<file path="config.mk">
export PLATFORM = sky130hd
export DESIGN_NAME = spi_frame_controller
export DESIGN_NICKNAME = d
export VERILOG_FILES = /design/src/rtl/spi_frame_controller.sv
export SDC_FILE = /design/constraint.sdc
export NUM_CORES = 1
export LEC_CHECK = 0
export CORE_ASPECT_RATIO = 1.4
export CORE_MARGIN = 10
export CORE_UTILIZATION = 45
export CTS_CLUSTER_DIAMETER = 80
export DETAILED_ROUTE_END_ITERATION = 8
export PLACE_DENSITY = 0.71
export SYNTH_ARGS = -nofsm -noshare
export SYNTH_HDL_FRONTEND = slang
export SYNTH_SLANG_ARGS = --single-unit
</file>
<file path="constraint.sdc">
create_clock -name clk -period 4.95 [get_ports clk]
set_clock_uncertainty 0.15 [all_clocks]
set_input_delay 0.99 -clock clk [delete_from_list [all_inputs] [get_ports clk]]
set_output_delay 0.99 -clock clk [all_outputs]
set_load 0.03 [all_outputs]
</file>
<file path="src/rtl/spi_frame_controller.sv">
// spi_frame_controller: synchronizes an MCU SPI-style bus (sclk, cs_n, mosi),
// assembles LSB-first bytes into {address, word, word, ...} frames and issues
// one single-cycle register-write strobe per completed word.
// Optional feature macro: FRAME_CHECKSUM_EN (one XOR checksum byte per word).
module spi_frame_controller #(
  parameter int WORD_BYTES = 3
) (
  input  logic                    clk,
  input  logic                    rst,
  input  logic                    sclk,
  input  logic                    cs_n,
  input  logic                    mosi,
  output logic                    wr_valid,
  output logic [7:0]              wr_addr,
  output logic [8*WORD_BYTES-1:0] wr_data,
  output logic                    busy,
  output logic                    frame_error
);

  localparam int DW = 8 * WORD_BYTES;
  localparam logic [2:0] LAST_BYTE = 3'(WORD_BYTES - 1);

`ifdef FRAME_CHECKSUM_EN
  typedef enum logic [1:0] {IDLE, ADDR, DATA, CHECK} state_t;
`else
  typedef enum logic [1:0] {IDLE, ADDR, DATA} state_t;
`endif

  // Synchronizer pipelines; index 2 is the edge-detect history stage.
  logic [2:0] sclk_sync;
  logic [2:0] cs_sync;
  logic [1:0] mosi_sync;

  logic sclk_rise, cs_fall, cs_rise, mosi_bit;

  state_t          state_q, state_d;
  logic [2:0]      bit_cnt_q, bit_cnt_d;
  logic [2:0]      byte_cnt_q, byte_cnt_d;
  logic [7:0]      shift_q, shift_d;
  logic [DW-1:0]   data_q, data_d;
  logic [7:0]      addr_q, addr_d;
  logic            wr_valid_d, frame_error_d;
  logic [7:0]      wr_addr_d;
  logic [DW-1:0]   wr_data_d;
  logic [7:0]      new_byte;
  logic            byte_done;
`ifdef FRAME_CHECKSUM_EN
  logic [7:0]      csum;
`endif

  // Bring the asynchronous pins into the clk domain and keep one history stage.
  // The cs_n chain resets low so that a reset released while cs_n is already
  // low never looks like a fresh falling edge.
  always_ff @(posedge clk or posedge rst) begin
    if (rst) begin
      sclk_sync <= 3'b000;
      cs_sync   <= 3'b000;
      mosi_sync <= 2'b00;
    end else begin
      // NOTE: non-blocking assignments make every flop sample the pre-edge
      // values, so the chain shifts by exactly one stage per clock.
      sclk_sync <= {sclk_sync[1:0], sclk};
      cs_sync   <= {cs_sync[1:0], cs_n};
      mosi_sync <= {mosi_sync[0], mosi};
    end
  end

  assign sclk_rise = sclk_sync[1] & ~sclk_sync[2];
  assign cs_fall   = ~cs_sync[1] &  cs_sync[2];
  assign cs_rise   =  cs_sync[1] & ~cs_sync[2];
  assign mosi_bit  = mosi_sync[1];
  assign busy      = (state_q != IDLE);

  // Next-state, datapath and output-strobe logic for the frame sequencer.
  always_comb begin
    // NOTE: every variable gets a default first so no path can infer a latch.
    state_d       = state_q;
    bit_cnt_d     = bit_cnt_q;
    byte_cnt_d    = byte_cnt_q;
    shift_d       = shift_q;
    data_d        = data_q;
    addr_d        = addr_q;
    wr_valid_d    = 1'b0;
    wr_addr_d     = wr_addr;
    wr_data_d     = wr_data;
    frame_error_d = 1'b0;
    new_byte      = {mosi_bit, shift_q[7:1]};
    byte_done     = (bit_cnt_q == 3'd7);
`ifdef FRAME_CHECKSUM_EN
    csum = addr_q;
    for (int i = 0; i < WORD_BYTES; i++) csum = csum ^ data_q[8*i +: 8];
`endif

    if (cs_rise) begin
      // Frame closed: anything short of a byte or word boundary is malformed.
      // A coincident sclk rise is deliberately dropped here.
      frame_error_d = (bit_cnt_q != 3'd0) ||
                      ((state_q != IDLE) && (state_q != ADDR) && (byte_cnt_q != 3'd0));
      state_d    = IDLE;
      bit_cnt_d  = 3'd0;
      byte_cnt_d = 3'd0;
    end else begin
      case (state_q)
        IDLE: begin
          if (cs_fall) begin
            state_d    = ADDR;
            bit_cnt_d  = 3'd0;
            byte_cnt_d = 3'd0;
          end
        end
        ADDR: begin
          if (sclk_rise) begin
            shift_d   = new_byte;
            bit_cnt_d = bit_cnt_q + 3'd1;
            if (byte_done) begin
              addr_d  = new_byte;
              state_d = DATA;
            end
          end
        end
        DATA: begin
          if (sclk_rise) begin
            shift_d   = new_byte;
            bit_cnt_d = bit_cnt_q + 3'd1;
            if (byte_done) begin
              for (int i = 0; i < WORD_BYTES; i++)
                if (byte_cnt_q == 3'(i)) data_d[8*i +: 8] = new_byte;
              if (byte_cnt_q == LAST_BYTE) begin
`ifdef FRAME_CHECKSUM_EN
                // Counter stays non-zero so a frame ending before the checksum errors.
                byte_cnt_d = byte_cnt_q + 3'd1;
                state_d    = CHECK;
`else
                wr_valid_d = 1'b1;
                wr_addr_d  = addr_q;
                wr_data_d  = data_d;
                addr_d     = addr_q + 8'd1;
                byte_cnt_d = 3'd0;
`endif
              end else begin
                byte_cnt_d = byte_cnt_q + 3'd1;
              end
            end
          end
        end
`ifdef FRAME_CHECKSUM_EN
        CHECK: begin
          if (sclk_rise) begin
            shift_d   = new_byte;
            bit_cnt_d = bit_cnt_q + 3'd1;
            if (byte_done) begin
              if (csum == new_byte) begin
                wr_valid_d = 1'b1;
                wr_addr_d  = addr_q;
                wr_data_d  = data_q;
              end else begin
                frame_error_d = 1'b1;
              end
              addr_d     = addr_q + 8'd1;
              byte_cnt_d = 3'd0;
              state_d    = DATA;
            end
          end
        end
`endif
        default: state_d = IDLE;
      endcase
    end
  end

  // State, datapath and output registers.
  always_ff @(posedge clk or posedge rst) begin
    if (rst) begin
      // NOTE: the word buffer is reset with everything else; it is a handful of
      // flops, not a RAM, so a clean reset value costs nothing.
      state_q     <= IDLE;
      bit_cnt_q   <= 3'd0;
      byte_cnt_q  <= 3'd0;
      shift_q     <= 8'd0;
      data_q      <= '0;
      addr_q      <= 8'd0;
      wr_valid    <= 1'b0;
      wr_addr     <= 8'd0;
      wr_data     <= '0;
      frame_error <= 1'b0;
    end else begin
      state_q     <= state_d;
      bit_cnt_q   <= bit_cnt_d;
      byte_cnt_q  <= byte_cnt_d;
      shift_q     <= shift_d;
      data_q      <= data_d;
      addr_q      <= addr_d;
      wr_valid    <= wr_valid_d;
      wr_addr     <= wr_addr_d;
      wr_data     <= wr_data_d;
      frame_error <= frame_error_d;
    end
  end

endmodule

</file>
==> impl_metrics.csv, run 1 <==
group,metric,value,unit
clock_tree,post_cts.repair.setup_buffers,0,
critical_path,crit_start,"state_q[0]$_DFFE_PP0P_",
global_route,grt_antenna_before_repair,0,
cells_and_area,antenna_cells,0,
detailed_routing,route.final.wire_length,7.65,mm
sta,clock_period_minus_final_worst_setup_slack,3.01,ns
critical_path,crit_chain,"inv_1, ha_1, inv_1, clkdlybuf4s50_1",
cells_and_area,area_growth,20.3,%
clock_tree,cts_buffers,9,
critical_path,r2r_start,"state_q[0]$_DFFE_PP0P_",
critical_path,timing.critical_path.from_type,"flop",
run_status,outcome,"complete, no violations",
floorplan,die_area,0.0133,mm^2
synth,netlist_instances,334,
critical_path,worstRegToRegCells,5,
detailed_routing,drt_iter0_drc,79,
power,power_per_cell_area,400,mW/mm^2
critical_path,arrival,1.87,ns
worst_hold_path,hold_path.startpoint,"cs_sync[0]$_DFF_PP0_",
detailed_routing,avgRoutedWirePerCell,16.0,um
synth,post_synth_mux_area_share,0.182,
sta,final.period_utilization,0.608,
synth,post_synth_num_cell_types,43,
sta,timing.final.setup_violations,0,
detailed_routing,drcViolationCount,0,
synth,seq_area_frac_synth,0.549,
detailed_routing,dr_vias_cell,5.31,
clock_tree,path_clk_slew,0.06,ns
sta,hold_violations,0,
critical_path,cp_common_cell,"sky130_fd_sc_hd__inv_1",
floorplan,die_height,132,um
critical_path,worst-endpoint-required,3.81,ns
clock_tree,cts_htree_levels,3,
critical_path,critical_path.top_delay_family,"buffers and inverters",
worst_hold_path,holdPathEnd,"cs_sync[1]$_DFF_PP0_",
placement,post-place-cells,463,
synth,postSynthNetCount,351,
synth,postSynthAreaPerCell,12.1,um^2
critical_path,cp.buffers_inverters,3,
placement,place_congestion,0.796,
clock_tree,cts_resized,0,
clock_tree,clk_latency,0.34,ns
worst_hold_path,worst_hold_path_type,"flop to flop",
synth,synth_top_family_by_area,"multiplexers",
global_route,grt_pass1_vias,2698,
clock_tree,tritoncts,"built",
clock_tree,ctsRootBufferMaster,"sky130_fd_sc_hd__clkbuf_16",
power,post-layout-total-power,0.00195,W
detailed_routing,initial_drt_pass_iterations,4,
synth,yosys.area_share.adder,0.0370,
synth,yosys_register_bits,89,
worst_hold_path,holdPathStages,0,
sta,hold_ws,0.206,ns
cells_and_area,layoutNonFillerInstCount,479,
floorplan,die_width,100,um
sta,timing.fmax,332,MHz
critical_path,crit_path_max_fanout,6,
critical_path,crit_path_top_delay_cell,"sky130_fd_sc_hd__clkdlybuf4s50_1",
synth,synth-compound-area-share,0.0762,
critical_path,reg2reg_to,"data_q[14]$_DFFE_PP0P_",
critical_path,crit_path_end_kind,"primary output",
cells_and_area,layout.nets,386,
run,drv.max_cap_violation_count,0,
sta,rsz0062_at_grt,"no",
detailed_routing,antenna_violating_nets_post_route,0,
power,static_leak,2.24,nW
critical_path,timing.setup.critical_path_class,"flop to primary output",
floorplan,start_util,0.466,
placement,numPortBuffers,39,
global_route,grt_start_max_net_pins,57,
clock_tree,cts_sinks,89,
synth,synth_xor_xnor_area_share,0,
placement,dp_hpwl,5.41,mm
cells_and_area,drive_gt1_frac,0.182,
clock_tree,postCtsHoldBufs,0,
global_route,grt_first_pass_wirelength,13.2,mm
sta,tightestPinTransition,1.08,ns
clock_tree,clock_tree.buffer_depth,2,
detailed_routing,detailroute.via_count,2544,
sta,tns,0,ns
sta,slew_viol_final,0,
floorplan,rows,40,
sta,timing.max_slew.rel_slack,0.280,
floorplan,floorplan.io_pins,40,
synth,synth-simple-area-share,0.125,
global_route,gr-usage-all-layers,0.122,
synth,ys_warn_count,0,
power,vdd.ir_drop.worst,0.273,mV
critical_path,timing.critical_path.slowest_cell_delay,0.67,ns
synth,area_of_the_mapped_netlist,0.00405,mm^2
global_route,gr-total-overflow,0,
critical_path,critical_path_cell_count,4,
critical_path,flop_to_flop_setup_slack,2.26,ns
floorplan,design.core.area,0.00871,mm^2
-- layout by cell type, fill, tap and decap left out, types with 4 or more instances in the layout --
cell type / synthesis / routed
sky130_fd_sc_hd__nor3_1: 5 / 5
sky130_fd_sc_hd__nand2_1: 35 / 35
sky130_fd_sc_hd__mux2_2: 39 / 39
sky130_fd_sc_hd__clkdlybuf4s50_1: 0 / 39
sky130_fd_sc_hd__clkbuf_16: 0 / 9
sky130_fd_sc_hd__nand2b_1: 6 / 6
sky130_fd_sc_hd__inv_1: 10 / 9
sky130_fd_sc_hd__mux2i_1: 30 / 30
sky130_fd_sc_hd__nand3_1: 6 / 6
sky130_fd_sc_hd__nand3b_1: 4 / 4
sky130_fd_sc_hd__dfrtp_1: 89 / 89
sky130_fd_sc_hd__ha_1: 12 / 12
sky130_fd_sc_hd__a21oi_1: 4 / 4
sky130_fd_sc_hd__o21ai_0: 34 / 34
-- synth_stat cells (all sizes together) --
cell / count / area (um^2)
nand3: 7 / 40.0
nor4bb: 1 / 10.0
dfrtp: 89 / 2230
nor2b: 2 / 12.5
nor4: 1 / 21.3
mux2: 39 / 439
o211ai: 2 / 20.0
ha: 12 / 150
and3b: 1 / 8.76
a21oi: 4 / 20.0
nor2: 2 / 7.51
nor4b: 2 / 17.5
a211o: 3 / 26.3
and3: 2 / 12.5
o22a: 2 / 17.5
nand2b: 6 / 37.5
or3: 2 / 12.5
nand4: 1 / 6.26
nand3b: 4 / 30.0
and2: 2 / 12.5
and4bb: 1 / 12.5
clkbuf: 8 / 30.0
or4b: 1 / 10.0
inv: 10 / 37.5
mux2i: 30 / 300
o21ai: 36 / 180
a221o: 1 / 10.0
o32ai: 1 / 8.76
nand2: 35 / 131
o2bb2ai: 2 / 17.5
buf: 10 / 53.8
or3b: 2 / 17.5
and2b: 1 / 7.51
nor3b: 4 / 41.3
o31a: 1 / 8.76
nor3: 7 / 57.6
-- layout make-up --
| type | instances | area, um^2 |
|---|---|---|
| timing repair buffer | 42 | 413 |
| tap | 105 | 131 |
| clock inverter | 4 | 98.8 |
| sequential | 89 | 2230 |
| fill | 756 | 3830 |
| inverter | 10 | 38.8 |
| clock buffer | 12 | 256 |
| multi-input combinational | 217 | 1710 |
-- metal layers --
layer  GRT usage  wire, um  share of wire  up-vias
li1            -         -              -     1249
met1       0.137      3180           0.42     1242
met2       0.202      3890           0.51       43
met3      0.0346       407          0.053       10
met4      0.0614       165          0.022        0
met5           0         0              0        -
-- sequential cells by signal, summed over array words and instances, names as in the netlist, 7 cells and up --
signal	flops
shift_q	7
wr_addr	8
data_q	24
wr_data	24
addr_q	8
-- through the flow --
| step | utilization | setup WS [ns] | instance area, um^2 |
|---|---|---|---|
| floorplan | - | 1.50 | 4050 |
| detailed placement | 0.519 | 2.26 | 4520 |
| finish | 0.560 | 1.94 | 4880 |
| global route | 0.560 | 1.85 | 4880 |
| global placement | 0.519 | 2.28 | 4520 |
| CTS | 0.560 | 1.93 | 4880 |
-- logic make-up (layout without fill, tap and decap cells) --
family                   after synthesis  count (layout)
multiplexers                          69              69
AND/OR/NAND/NOR                       84              84
adder cells (fa/ha/maj)               12              12
flip-flops                            89              89
AO/OA/AOI/OAI                         52              52
buffers and inverters                 28              68
-- worst max path at each step --
stage,end
finish,busy
global placement,data_q[21]$_DFFE_PP0P_
floorplan,addr_q[0]$_DFFE_PP0P_
global route,busy
detailed placement,data_q[5]$_DFFE_PP0P_
CTS,busy
-- where the power goes --
group	total [W]	internal (W)	switching [W]
Clock	0.000792	0.000522	0.000271
Sequential	0.000844	0.000770	0.0000742
Combinational	0.000312	0.000136	0.000177
Total	0.00195	0.00143	0.000521
Note: power is estimated with default switching activity, not from simulation.
==> inputs of run 2 (changes only) <==
Clock period 4.95 ns to 3.1 ns, I/O delays scaled along.
==> impl_metrics.csv, run 2 (synthesized netlist as in run 1, its figures left out) <==
group,metric,value,unit
run_status,outcome,"complete, no violations",
power,static_leak,2.23,nW
power,cellInternalPower,0.00210,W
placement,dpl_cell_area,0.00456,mm^2
floorplan,floorplan.io_pins,40,
global_route,gr-total-overflow,0,
global_route,grt_pass1_vias,2703,
global_route,gr-usage-all-layers,0.122,
detailed_routing,drt_iter0_drc,112,
placement,place_congestion,0.874,
global_route,grt_first_pass_wirelength,13.2,mm
placement,numPortBuffers,39,
worst_hold_path,worst_hold_path_type,"flop to flop",
critical_path,timing.setup.critical_path_class,"flop to primary output",
floorplan,die_width,100,um
clock_tree,cts_resized,0,
clock_tree,clock_tree.buffer_depth,2,
clock_tree,path_clk_slew,0.06,ns
sta,timing.final.setup_violations,0,
clock_tree,cts_htree_levels,3,
cells_and_area,area_growth,19.7,%
run,drv.max_cap_violation_count,0,
critical_path,worst-endpoint-required,2.33,ns
sta,hold_violations,0,
clock_tree,post_cts.repair.setup_buffers,0,
sta,timing.fmax,378,MHz
power,comb_power_share,0.169,
clock_tree,cts_buffers,9,
detailed_routing,avgRoutedWirePerCell,15.6,um
power,clock_network_fraction_of_design_power,0.369,
sta,tns,0,ns
floorplan,die_height,132,um
detailed_routing,dr_vias_cell,5.31,
global_route,grt_start_max_net_pins,90,
critical_path,crit_path_end_kind,"primary output",
clock_tree,tritoncts,"built",
cells_and_area,most-common-layout-cells,"sky130_fd_sc_hd__dfrtp_1, sky130_fd_sc_hd__mux2_2, sky130_fd_sc_hd__clkdlybuf4s50_1",
clock_tree,clk_latency,0.34,ns
power,sequentialPowerShare,0.462,
detailed_routing,detailroute.via_count,2561,
power,power.net_switching,0.000821,W
power,power_per_cell_area,602,mW/mm^2
cells_and_area,top_regs,"data_q: 24 flops, wr_data: 24 flops",
cells_and_area,layout.nets,389,
clock_tree,postCtsHoldBufs,0,
cells_and_area,drive_gt1_frac,0.186,
sta,timing.max_slew.rel_slack,0.498,
sta,slew_viol_final,0,
floorplan,die_area,0.0133,mm^2
power,vdd.ir_drop.worst,0.444,mV
critical_path,worstRegToRegCells,5,
global_route,grt_antenna_before_repair,0,
power,p_sw_frac,0.281,
sta,rsz0062_at_grt,"no",
sta,final.period_utilization,0.853,
detailed_routing,initial_drt_pass_iterations,4,
critical_path,crit_path_max_fanout,6,
clock_tree,cts_sinks,89,
cells_and_area,design_area,0.00485,mm^2
cells_and_area,layout.cells.most_common,"sky130_fd_sc_hd__dfrtp_1",
detailed_routing,route.final.wire_length,7.52,mm
placement,dp_hpwl,5.32,mm
critical_path,timing.critical_path.from_type,"flop",
floorplan,design.core.area,0.00871,mm^2
critical_path,arrival,1.87,ns
cells_and_area,antenna_cells,0,
clock_tree,ctsRootBufferMaster,"sky130_fd_sc_hd__clkbuf_16",
sta,clock_period_minus_final_worst_setup_slack,2.64,ns
floorplan,rows,40,
detailed_routing,antenna_violating_nets_post_route,0,
worst_hold_path,holdPathStages,0,
sta,tightestPinTransition,0.751,ns
floorplan,start_util,0.466,
detailed_routing,drcViolationCount,0,
[run 2: cell types whose count changed in the layout (fill, tap and decap cells not counted)]
cell / delta
sky130_fd_sc_hd__buf_4: +2
sky130_fd_sc_hd__bufinv_16: -2
sky130_fd_sc_hd__buf_12: +1
sky130_fd_sc_hd__clkbuf_1: +1
sky130_fd_sc_hd__clkbuf_8: -1
sky130_fd_sc_hd__clkinv_2: +1
sky130_fd_sc_hd__clkinv_4: -1
sky130_fd_sc_hd__clkinvlp_4: +1
sky130_fd_sc_hd__inv_6: +1
[run 2: per-stage QoR]
stage	cells	worst slack, ns	total power [W]	util	hold WS, ns
after CTS	482	0.439	0.00295	0.557	0.204
after floorplan	334	0.0231	0.00172	-	0.181
after detailed placement	466	0.746	0.00187	0.523	0.190
after global routing	482	0.368	0.00309	0.557	0.216
after global placement	466	0.809	0.00185	0.523	0.184
final	482	0.455	0.00292	0.557	0.203
[run 2: power groups by stage]
| stage | combinational, W | clock, W | sequential [W] |
|---|---|---|---|
| after global routing | 0.000560 | 0.00116 | 0.00137 |
| after detailed placement | 0.000496 | 0 | 0.00137 |
| after CTS | 0.000505 | 0.00110 | 0.00135 |
| after global placement | 0.000484 | 0 | 0.00137 |
| after floorplan | 0.000410 | 0 | 0.00131 |
| final | 0.000494 | 0.00108 | 0.00135 |
[run 2: cell type report]
| type | count | area [um^2] |
|---|---|---|
| fill | 777 | 3850 |
| timing repair buffer | 45 | 448 |
| tap | 105 | 131 |
| multi-input combinational | 217 | 1710 |
| clock buffer | 12 | 246 |
| clock inverter | 4 | 51.3 |
| sequential | 89 | 2230 |
| inverter | 10 | 38.8 |
[run 2: metal layers]
layer	routed length, um	vias to the layer above	track usage	part of all wire
met5	0	-	0	0
li1	-	1260	-	-
met4	159	0	0.0591	0.021
met2	3720	38	0.198	0.49
met1	3250	1253	0.141	0.43
met3	397	10	0.0393	0.053
[run 2: final timing paths]
| path | startpoint | endpoint | slack, ns |
|---|---|---|---|
| min | mosi_sync[0]$_DFF_PP0_ | mosi_sync[1]$_DFF_PP0_ | 0.20 |
| min reg2reg | mosi_sync[0]$_DFF_PP0_ | mosi_sync[1]$_DFF_PP0_ | 0.20 |
| max in group asynchronous | rst | wr_data[10]$_DFFE_PP0P_ | 1.88 |
| max | state_q[0]$_DFFE_PP0P_ | busy | 0.46 |
| max reg2reg | cs_sync[1]$_DFF_PP0_ | data_q[13]$_DFFE_PP0P_ | 0.73 |
| min in group asynchronous | rst | bit_cnt_q[0]$_DFFE_PP0P_ | 0.52 |
[run 2: worst max-delay path, cell delays in order (launching register included)]
cell,delay (ns)
sky130_fd_sc_hd__dfrtp_1,0.39
sky130_fd_sc_hd__inv_1,0.10
sky130_fd_sc_hd__ha_1,0.28
sky130_fd_sc_hd__inv_1,0.10
sky130_fd_sc_hd__clkdlybuf4s50_1,0.67
==> inputs of run 3 (changes only) <==
Settings changed: ABC_CLOCK_PERIOD_IN_PS from default to 3100.
==> results of run 3 <==
No change in the layout: final DEF, timing and power equal those of run 2.
